$ cat src/rtl/ysyx_22050710_arb_pkg.sv
// rtl/ysyx_22050710_arb_pkg.sv - shared state and owner encodings for the memory arbiter
package ysyx_22050710_arb_pkg;

    typedef enum logic [1:0] {
        IDLE = 2'd0,
        REQ  = 2'd1,
        RESP = 2'd2
    } arb_state_t;

    typedef enum logic {
        OWN_IFU = 1'b0,
        OWN_LSU = 1'b1
    } arb_owner_t;

endpackage

$ cat src/rtl/ysyx_22050710_arb_pick.sv
// rtl/ysyx_22050710_arb_pick.sv - combinational IFU/LSU winner select
// YSYX_22050710_ARB_RR_EN selects round-robin; otherwise LSU has fixed priority.
module ysyx_22050710_arb_pick
    import ysyx_22050710_arb_pkg::*;
(
    input  logic       ifu_req,
    input  logic       lsu_req,
`ifdef YSYX_22050710_ARB_RR_EN
    input  arb_owner_t last_gnt,
`endif
    output logic       ifu_win,
    output logic       lsu_win
);

`ifdef YSYX_22050710_ARB_RR_EN
    // On a tie the requester that was not granted last goes first.
    logic tie_to_ifu;
    assign tie_to_ifu = (last_gnt == OWN_LSU);
    assign ifu_win    = ifu_req & (~lsu_req | tie_to_ifu);
    assign lsu_win    = lsu_req & (~ifu_req | ~tie_to_ifu);
`else
    assign lsu_win = lsu_req;
    assign ifu_win = ifu_req & ~lsu_req;
`endif

endmodule

$ cat src/rtl/ysyx_22050710_mem_arbiter.sv
// rtl/ysyx_22050710_mem_arbiter.sv - shares the single memory port between IFU and LSU
// Optional round-robin arbitration under YSYX_22050710_ARB_RR_EN.
module ysyx_22050710_mem_arbiter
    import ysyx_22050710_arb_pkg::*;
#(
    parameter int ADDR_WIDTH = 64,
    parameter int DATA_WIDTH = 64,
    parameter int MASK_WIDTH = DATA_WIDTH / 8
) (
    input  logic                  i_clk,
    input  logic                  i_rst_n,
    input  logic                  i_ifu_req,
    input  logic [ADDR_WIDTH-1:0] i_ifu_addr,
    output logic                  o_ifu_gnt,
    output logic                  o_ifu_rvalid,
    output logic [DATA_WIDTH-1:0] o_ifu_rdata,
    input  logic                  i_lsu_req,
    input  logic                  i_lsu_wen,
    input  logic [ADDR_WIDTH-1:0] i_lsu_addr,
    input  logic [DATA_WIDTH-1:0] i_lsu_wdata,
    input  logic [MASK_WIDTH-1:0] i_lsu_wmask,
    output logic                  o_lsu_gnt,
    output logic                  o_lsu_rvalid,
    output logic [DATA_WIDTH-1:0] o_lsu_rdata,
    output logic                  o_mem_req,
    output logic                  o_mem_wen,
    output logic [ADDR_WIDTH-1:0] o_mem_addr,
    output logic [DATA_WIDTH-1:0] o_mem_wdata,
    output logic [MASK_WIDTH-1:0] o_mem_wmask,
    input  logic                  i_mem_gnt,
    input  logic                  i_mem_rvalid,
    input  logic [DATA_WIDTH-1:0] i_mem_rdata
);

    arb_state_t state;
    arb_owner_t owner;
    logic       ifu_win;
    logic       lsu_win;
`ifdef YSYX_22050710_ARB_RR_EN
    arb_owner_t last_gnt;
`endif

    ysyx_22050710_arb_pick u_pick (
        .ifu_req  (i_ifu_req),
        .lsu_req  (i_lsu_req),
`ifdef YSYX_22050710_ARB_RR_EN
        .last_gnt (last_gnt),
`endif
        .ifu_win  (ifu_win),
        .lsu_win  (lsu_win)
    );

    // Grants are only offered while idle, so a held request yields one transaction.
    assign o_ifu_gnt = (state == IDLE) & ifu_win;
    assign o_lsu_gnt = (state == IDLE) & lsu_win;

    always_ff @(posedge i_clk or negedge i_rst_n) begin
        if (!i_rst_n) begin
            state        <= IDLE;
            owner        <= OWN_LSU;
            o_mem_req    <= 1'b0;
            o_mem_wen    <= 1'b0;
            o_mem_addr   <= '0;
            o_mem_wdata  <= '0;
            o_mem_wmask  <= '0;
            o_ifu_rvalid <= 1'b0;
            o_ifu_rdata  <= '0;
            o_lsu_rvalid <= 1'b0;
            o_lsu_rdata  <= '0;
`ifdef YSYX_22050710_ARB_RR_EN
            last_gnt     <= OWN_LSU;
`endif
        end else begin
            o_ifu_rvalid <= 1'b0;
            o_lsu_rvalid <= 1'b0;
            case (state)
                IDLE: begin
                    if (o_lsu_gnt) begin
                        state       <= REQ;
                        owner       <= OWN_LSU;
                        o_mem_req   <= 1'b1;
                        o_mem_wen   <= i_lsu_wen;
                        o_mem_addr  <= i_lsu_addr;
                        o_mem_wdata <= i_lsu_wdata;
                        o_mem_wmask <= i_lsu_wmask;
`ifdef YSYX_22050710_ARB_RR_EN
                        last_gnt    <= OWN_LSU;
`endif
                    end else if (o_ifu_gnt) begin
                        state       <= REQ;
                        owner       <= OWN_IFU;
                        o_mem_req   <= 1'b1;
                        o_mem_wen   <= 1'b0;
                        o_mem_addr  <= i_ifu_addr;
                        o_mem_wdata <= '0;
                        o_mem_wmask <= '0;
`ifdef YSYX_22050710_ARB_RR_EN
                        last_gnt    <= OWN_IFU;
`endif
                    end
                end
                REQ: begin
                    if (i_mem_gnt) begin
                        o_mem_req <= 1'b0;
                        state     <= RESP;
                    end
                end
                RESP: begin
                    if (i_mem_rvalid) begin
                        state <= IDLE;
                        if (owner == OWN_IFU) begin
                            o_ifu_rvalid <= 1'b1;
                            o_ifu_rdata  <= i_mem_rdata;
                        end else begin
                            o_lsu_rvalid <= 1'b1;
                            o_lsu_rdata  <= i_mem_rdata;
                        end
                    end
                end
                default: state <= IDLE;
            endcase
        end
    end

endmodule

$ cat config.mk
export PLATFORM = sky130hd
export DESIGN_NAME = ysyx_22050710_mem_arbiter
export DESIGN_NICKNAME = d
export VERILOG_FILES = /design/src/rtl/ysyx_22050710_arb_pkg.sv /design/src/rtl/ysyx_22050710_arb_pick.sv /design/src/rtl/ysyx_22050710_mem_arbiter.sv
export SDC_FILE = /design/constraint.sdc
export NUM_CORES = 1
export LEC_CHECK = 0
export CAP_MARGIN = 25
export CORE_AREA = 3 3 212 214
export CTS_BUF_LIST = sky130_fd_sc_hd__clkbuf_8
export CTS_CLUSTER_DIAMETER = 50
export DETAILED_ROUTE_END_ITERATION = 16
export DIE_AREA = 0 0 215 217
export GPL_TIMING_DRIVEN = 0
export HOLD_SLACK_MARGIN = 0.06
export PLACE_DENSITY = 0.53
export SYNTH_ARGS = -nofsm -noshare
export SYNTH_HDL_FRONTEND = slang
export SYNTH_HIERARCHICAL = 1
export SYNTH_SLANG_ARGS = --single-unit
export TNS_END_PERCENT = 10
$ cat constraint.sdc
create_clock -name i_clk -period 2.5 [get_ports i_clk]
set_input_delay 0.5 -clock i_clk [delete_from_list [all_inputs] [get_ports i_clk]]
set_output_delay 0.5 -clock i_clk [all_outputs]
set_load 0.02 [all_outputs]
; After elaboration in Yosys (flattened, before gate mapping)
; Index checks and enable logic that the tools add are counted.
[classes]
multipliers = 0
n_eq_ne = 5
div = 0
n_mux = 24
magnitude_cmp = 0
n_bitwise = 5
n_addsub = 0
n_shift = 0
reduce_logical = 8
[op_table]
columns = operator, n
row1 = $mux 64, 4
row2 = $mux 8, 2
row3 = $mux 1, 12
row4 = $reduce_and 3->1, 4
row5 = $mux 2, 4
row6 = $pmux 2 s3, 1
row7 = $ne 2x2->1 const B, 2
row8 = $reduce_bool 2->1, 2
row9 = $and 1x1->1, 3
row10 = $ne 3x3->1 const B, 1
row11 = $eq 2x1->1 const B, 1
row12 = $eq 2x2->1 const B, 1
row13 = $logic_not 2->1, 1
row14 = $not 1->1, 2
row15 = $pmux 1 s2, 1
row16 = $reduce_and 2->1, 1
[word_totals]
output_inout_bits = 270
mem_bits_ro = 0
inputBits = 271
memories = 0
ram_bits = 0
regBits = 271
latch_bits = 0
wordCells = 53

; Longest topological paths before layout
; Gate-level depths: netlist of run 1.
[logic_depth]
word_depth = 6
depth_mapped = 5
depth_no_buf = 3

; Hierarchy
; Netlist of run 1, hierarchy kept.
[by_module_without_submodules]
columns = module, n_inst, area_per_inst_um2, seq_area_each_um2, cells_per_inst
row1 = ysyx_22050710_mem_arbiter, 1, 10674.0, 6782.8, 660
row2 = ysyx_22050710_arb_pick, 1, 21.3, 0.0, 2

; Worst setup path before layout of run 1
; Ideal clock, no wire load.
[synth_timing]
path_kind = input -> register
from = input port i_lsu_req
to = register o_mem_addr[10]
required_time_ns = 2.375
arrival_ns = 1.561
path_buffers = 3
path_stages = 5
setup_ns = 0.125
setup_slack_ns = 0.815
cell_sequence = buf_4 > buf_2 > buf_2 > mux2_2 > mux2_2
[synth_via]
elab_chain_cells = 5
word_cells_on_any_way = 7
cone_classes = mux: 1 / bitwise: 4 / reduce/logical: 2
[synth_rtl]
columns = item, line
row1 = from (decl), ysyx_22050710_mem_arbiter.sv:17  ; input logic i_lsu_req,
row2 = $not 1->1, ysyx_22050710_arb_pick.sv:23  ; assign ifu_win = ifu_req & ~lsu_req;
row3 = $and 1x1->1, ysyx_22050710_arb_pick.sv:23
row4 = $and 1x1->1, ysyx_22050710_mem_arbiter.sv:54  ; assign o_ifu_gnt = (state == IDLE) & ifu_win;
row5 = $reduce_bool 2->1 (no source line), n/a
row6 = $reduce_and 2->1 (no source line), n/a
row7 = to (signal assigned), ysyx_22050710_mem_arbiter.sv:83  ; o_mem_addr <= i_lsu_addr;
row8 = to (signal assigned), ysyx_22050710_mem_arbiter.sv:94  ; o_mem_addr <= i_ifu_addr;
row9 = to (decl), ysyx_22050710_mem_arbiter.sv:27  ; output logic [ADDR_WIDTH-1:0] o_mem_addr,
; Several ways; a longest one is shown, not always the timed one.
; A chain may end at the register's enable or synchronous reset.

; Worst setup path in the final report of run 1
[layout_timing]
from = register state[0]
to = output port o_lsu_gnt
[layout_via]
elab_chain_cells = 2
[layout_rtl]
columns = item, line
row1 = from (decl), ysyx_22050710_mem_arbiter.sv:35  ; arb_state_t state;
row2 = from (signal assigned), ysyx_22050710_mem_arbiter.sv:59  ; state <= IDLE;
row3 = from (signal assigned), ysyx_22050710_mem_arbiter.sv:79  ; state <= REQ;
row4 = from (signal assigned), ysyx_22050710_mem_arbiter.sv:90  ; state <= REQ;
row5 = $logic_not 2->1, ysyx_22050710_mem_arbiter.sv:55  ; assign o_lsu_gnt = (state == IDLE) & lsu_win;
row6 = $and 1x1->1, ysyx_22050710_mem_arbiter.sv:55
row7 = to (decl), ysyx_22050710_mem_arbiter.sv:22  ; output logic o_lsu_gnt,
; Every way passes these cells.

==> reports/results.tsv, run 1 <==
metric	value	unit
CP Data Required Time	2.00	ns
GR Overflow Total	0	
Total Wirelength	38.82	mm
CP max stage cell	dfrtp_1	
Filler cells	4169	
Crit Path Max Fanout	10	
Pwr Density	1286	nW/um2
Initial Util	24.83	%
maximum clock rate	0.4420	GHz
Pins Over Slew Limit	0	
DR vias	8051	
Top Ports	541	
Netlist Area Pre-Place	10700	um2
worst r2r src	state[0]	
CTS tree	yes	
post-DP HPWL	29.63	mm
DR pass1 iterations	4	
Clock Sinks	271	
Synth Flop Type	dfrtp_1	
post-synthesis compound-gate area fraction	6.189	%
Post-DP Area	16890	um2
Yosys reg bits	271	
CP Cell Sequence	nor2_4, and2_4, clkbuf_8, buf_2	
PortBufs	540	
Layout Nets	1529	
simple-gate share of the synthesized area	0.7136	%
commonest non-fill, non-tap cell in the layout	clkdlybuf4s50_1	
maximum root-to-sink buffer count	3	
min-delay worst type	primary input to async pin	
startpoint types	flip-flop	
sw frac	36.85	%
GR Util All Layers	16.34	%
die height	217	um
Avg Cell Area, Syn	16.16	um2
Slew @ Worst Pin	0.6511	ns
RSZ-0062 raised after global routing	false	
Worst Hold Slack	0.4198	ns
post-CTS setup buffer count	0	
post-route ant nets	0	
CP endpoint kind	primary output	
Placer Congestion	0.8208	
placed cells	1789	
vias per cell	4.276	
Switch Pwr	8468	uW
area delta synth->final	67.05	%
Post-Synthesis Cells	662	
wire per inst	20.61	um
register area	6783	um2
maximum VDD drop	0.5221	mV
outcome	completed	
Arrival @ worst endpoint	1.76	ns
Post-synth EDFFs	0	
TritonCTS Buffers	51	
Clock transition at path regs	0.06	ns
global-route wire length before repair	57.97	mm
H-tree depth	2	
Final Setup Violations	0	
worst setup path class	flip-flop to primary output	
R2R depth	5	
Ys Warns	6	
Multi-input gate area	3631	um2
R2R Path End	o_mem_addr[39]	
minimum clock period	2.262	ns
Worst Skew	0.02055	ns
Max Cap Viol	0	
Post-Synth XOR/XNOR Area	0	%
Die Width	215	um
leakage	0.007629	uW
post-synthesis adder-cell area fraction	0	%
Reg2Reg Setup Slack	0.74	ns
Gate power share	49.3	%
total core area	43080	um2
Final period util	90.49	%
sequential share of power	33.1	%
synth unique cells	21	
sequential area share after synthesis	63.42	%
post-synthesis mux area share	26.95	%
Root Driver	clkbuf_8	
clock latency on the worst-skew pair	0.61	ns
vias in the first global route	9060	
Worst path max stage delay	0.43	ns
DRC	0	
Clock Power Share	17.6	%
drt initial violations	284	
Final Non-Filler Cells	1883	
num rows	76	
Async S/R FF share, synth	100.0	%
Slew Limit Headroom	56.59	%
initial antenna violation count	5	
Hold Violations, Final	0	
pin count of the biggest net entering global routing	112	
share of cells above drive strength 1	25.14	%
post-synthesis net count	933	
leading cell types in the layout, fill and taps excluded	clkdlybuf4s50_1, dfrtp_1, mux2_2	
DIE AREA	46660	um2
Internal	14510	uW
post-route cell area	17870	um2
largest family of logic cells by synthesized area	multiplexers	
-- stage by stage --
step	util [%]	worst slack [ns]	setup TNS (ns)	power, uW
after floorplan	-	0.8146	0	13020
after global placement	39.08	-11.58	-3129.70	19060
after detailed placement	39.22	-0.7412	-5.909	19110
after CTS	41.46	0.03286	0	23380
after global routing	41.47	0.06536	0	24270
final	41.48	0.2377	0	22980
-- final cells by class --
cell class	instances	area share, %
sequential	271	37.96
antenna	5	0.07003
clock inverter	29	0.7003
clock buffer	59	4.545
buffer	45	1.646
inverter	2	0.04202
tap	585	4.097
multi-input combinational	344	20.32
timing repair buffer	543	30.61
-- worst max-delay path, delay by kind of cell (launching register included) --
kind / cells / cell delay [ns]
DFF: 1 / 0.43
buffers and inverters: 2 / 0.38
and+or+nand+nor: 2 / 0.33
-- Yosys cell counts (2+ instances only) --
cell | count | area (um2)
inv_1 | 2 | 7.510
nand2b_1 | 2 | 12.51
clkbuf_1 | 2 | 7.510
a22o_1 | 73 | 639.4
buf_4 | 2 | 15.01
buf_2 | 32 | 160.2
buf_6 | 9 | 101.4
nand2_1 | 3 | 11.26
mux2_1 | 49 | 551.8
o21ai_0 | 2 | 10.01
mux2_2 | 207 | 2331
dfrtp_1 | 270 | 6756
-- timing repair --
action,in CTS,in global routing
hold buffers,1,0
endpoints found under the hold margin,57,0
gates resized for setup,10,1
pin swaps,0,0
setup endpoints to repair,2,1
-- logic make-up (layout without fill, tap and decap cells) --
kind of cell / count (synthesis) / after routing
flops: 271 / 271
compound gates: 77 / 77
simple gates: 11 / 11
other cells: 0 / 5
mux: 256 / 256
buf+inv: 47 / 678
-- state kept, by name (all words and copies together), names as in the netlist --
| name | flops |
|---|---|
| o_ifu_rdata | 64 |
| o_lsu_rdata | 64 |
| o_mem_addr | 64 |
| o_mem_wdata | 64 |
| o_mem_wmask | 8 |
| state | 2 |
| o_ifu_rvalid | 1 |
| o_lsu_rvalid | 1 |
| o_mem_req | 1 |
| o_mem_wen | 1 |
| owner | 1 |
-- routing by layer --
layer | track usage, % | up-vias | part of all wire [%]
li1 | - | 3621 | -
met1 | 17.80 | 4035 | 37
met2 | 29.24 | 322 | 52
met3 | 6.130 | 71 | 8.2
met4 | 5.684 | 2 | 2.8
met5 | 0 | - | 0.031
-- power groups by stage --
stage / combinational [uW] / clock, uW / sequential, uW
after floorplan: 2850 / 0 / 10200
after global placement: 11500 / 0 / 7610
after detailed placement: 11500 / 0 / 7640
after CTS: 11500 / 4230 / 7610
after global routing: 11900 / 4440 / 7900
final: 11300 / 4040 / 7600
-- how the worst max path moves through the flow --
stage          startpoint              to  slack [ns]  cells after the start
2_1_floorplan   i_lsu_req  o_mem_addr[10]        0.81                      5
3_5_place_dp    i_lsu_req       o_lsu_gnt       -0.74                      5
4_1_cts          state[0]       o_lsu_gnt        0.03                      4
3_3_place_gp      i_rst_n  o_mem_addr[41]      -11.58                      1
6_report         state[0]       o_lsu_gnt        0.24                      4
5_1_grt          state[0]       o_ifu_gnt        0.07                      4
Power figures use the tool's default switching activity.
==> inputs of run 2 (changes only) <==
- CELL_PAD_IN_SITES_DETAIL_PLACEMENT: unset -> 2
- CELL_PAD_IN_SITES_GLOBAL_PLACEMENT: unset -> 2
- CORE_AREA: 3 3 212 214 -> unset
- CORE_ASPECT_RATIO: unset -> 0.75
- CORE_MARGIN: unset -> 3
- CORE_UTILIZATION: unset -> 28
- DIE_AREA: 0 0 215 217 -> unset
- PLACE_DENSITY: 0.53 -> 0.86
==> reports/results.tsv, run 2 (same netlist as run 1, synthesis figures left out) <==
metric	value	unit
outcome	completed	
initial antenna violation count	3	
placed cells	1708	
global-route wire length before repair	68.57	mm
leading cell types in the layout, fill and taps excluded	clkdlybuf4s50_1, dfrtp_1, mux2_2	
maximum VDD drop	0.6486	mV
maximum clock rate	0.4310	GHz
Slew @ Worst Pin	0.6609	ns
Clock Sinks	271	
leakage	0.007627	uW
Arrival @ worst endpoint	1.82	ns
Final period util	92.82	%
num rows	61	
RSZ-0062 raised after global routing	false	
Final Non-Filler Cells	1799	
CTS tree	yes	
DIE AREA	40600	um2
min-delay worst type	flip-flop to flip-flop	
Pwr Density	1341	nW/um2
Clock transition at path regs	0.06	ns
post-route ant nets	0	
CP Data Required Time	2.00	ns
Slew Limit Headroom	55.94	%
Crit Path Max Fanout	10	
commonest non-fill, non-tap cell in the layout	clkdlybuf4s50_1	
total power	23940	uW
CP max stage cell	dfrtp_1	
minimum clock period	2.320	ns
DR vias	8375	
Layout Nets	1525	
pin count of the biggest net entering global routing	118	
H-tree depth	2	
Pins Over Slew Limit	0	
maximum root-to-sink buffer count	3	
area delta synth->final	66.89	%
startpoint types	flip-flop	
Final Setup Violations	0	
Top Ports	541	
wire per inst	25.98	um
GR Util All Layers	22.55	%
post-CTS setup buffer count	0	
Die Width	231.7	um
CP endpoint kind	primary output	
Max Cap Viol	0	
total core area	37400	um2
share of cells above drive strength 1	26.03	%
DR pass1 iterations	5	
CP Cell Sequence	nor2_2, and2_4, clkbuf_8, clkdlybuf4s15_2	
worst setup path class	flip-flop to primary output	
Total Wirelength	46.74	mm
PortBufs	540	
Hold Violations, Final	0	
clock latency on the worst-skew pair	0.58	ns
Initial Util	28.60	%
drt initial violations	280	
Worst path max stage delay	0.43	ns
Filler cells	3560	
die height	175.3	um
vias per cell	4.655	
Placer Congestion	0.7964	
Root Driver	clkbuf_8	
Worst Skew	0.03356	ns
DRC	0	
post-DP HPWL	34.89	mm
vias in the first global route	10100	
TritonCTS Buffers	47	
GR Overflow Total	0	
run 2: where the power goes:
group	internal [uW]	switching (uW)	leakage, uW
clock	2420	1960	0.000563
combinational	5870	5850	0.00376
sequential	6530	1310	0.00330
run 2: final cells by class:
cell class	count	area, um2	area share (%)
multi-input combinational	344	3626	20.31
antenna	4	10.01	0.05608
clock inverter	21	128.9	0.7220
tap	504	630.6	3.533
buffer	45	294.0	1.647
sequential	271	6783	38.00
timing repair buffer	543	5475	30.67
clock buffer	65	894.6	5.012
inverter	2	7.507	0.04206
run 2: per-layer routing:
layer	wire [um]	up-vias	track usage, %
met4	1562	0	7.843
met5	0	-	0
met3	3823	93	8.268
li1	-	3611	-
met1	16640	4338	23.89
met2	24710	333	41.25
run 2: per-stage QoR:
| step | TNS (ns) | area, um2 | hold WS (ns) | setup WS [ns] | utilization, % |
|---|---|---|---|---|---|
| final | 0 | 17850 | 0.4874 | 0.1796 | 47.73 |
| after global routing | 0 | 17840 | 0.4928 | 0.05126 | 47.72 |
| after CTS | 0 | 17840 | 0.3627 | 0.03798 | 47.69 |
| after detailed placement | -3.565 | 16790 | 0.4225 | -0.6487 | 44.90 |
| after global placement | -3065.05 | 16730 | 0.4652 | -11.36 | 44.74 |
| after floorplan | 0 | 10700 | 0.2044 | 0.8146 | - |
run 2: worst max-delay path, delay by kind of cell, from the launching register on:
kind / cells / cell delay, ns
flops: 1 / 0.43
simple gates: 2 / 0.35
buf+inv: 2 / 0.46
run 2: worst paths after layout:
check / endpoint / cells after the start / slack [ns] / startpoint
hold / removal: o_ifu_rdata[42] / 1 / 0.49 / o_ifu_rdata[42]
min in group asynchronous: o_ifu_rdata[17] / 2 / 0.52 / i_rst_n
setup / recovery: o_lsu_gnt / 4 / 0.18 / state[0]
max in group asynchronous: o_mem_addr[38] / 4 / 0.49 / i_rst_n
setup reg to reg: o_ifu_rdata[60] / 5 / 0.62 / state[0]
hold reg to reg: o_ifu_rdata[42] / 1 / 0.49 / o_ifu_rdata[42]
run 2: timing repair:
item / in CTS / in global routing
endpoints found under the setup margin: 2 / 1
cloned: 0 / 0
hold buffers: 1 / 0
pin swaps: 0 / 0
resized for setup: 8 / 1
hold endpoints to repair: 45 / 0
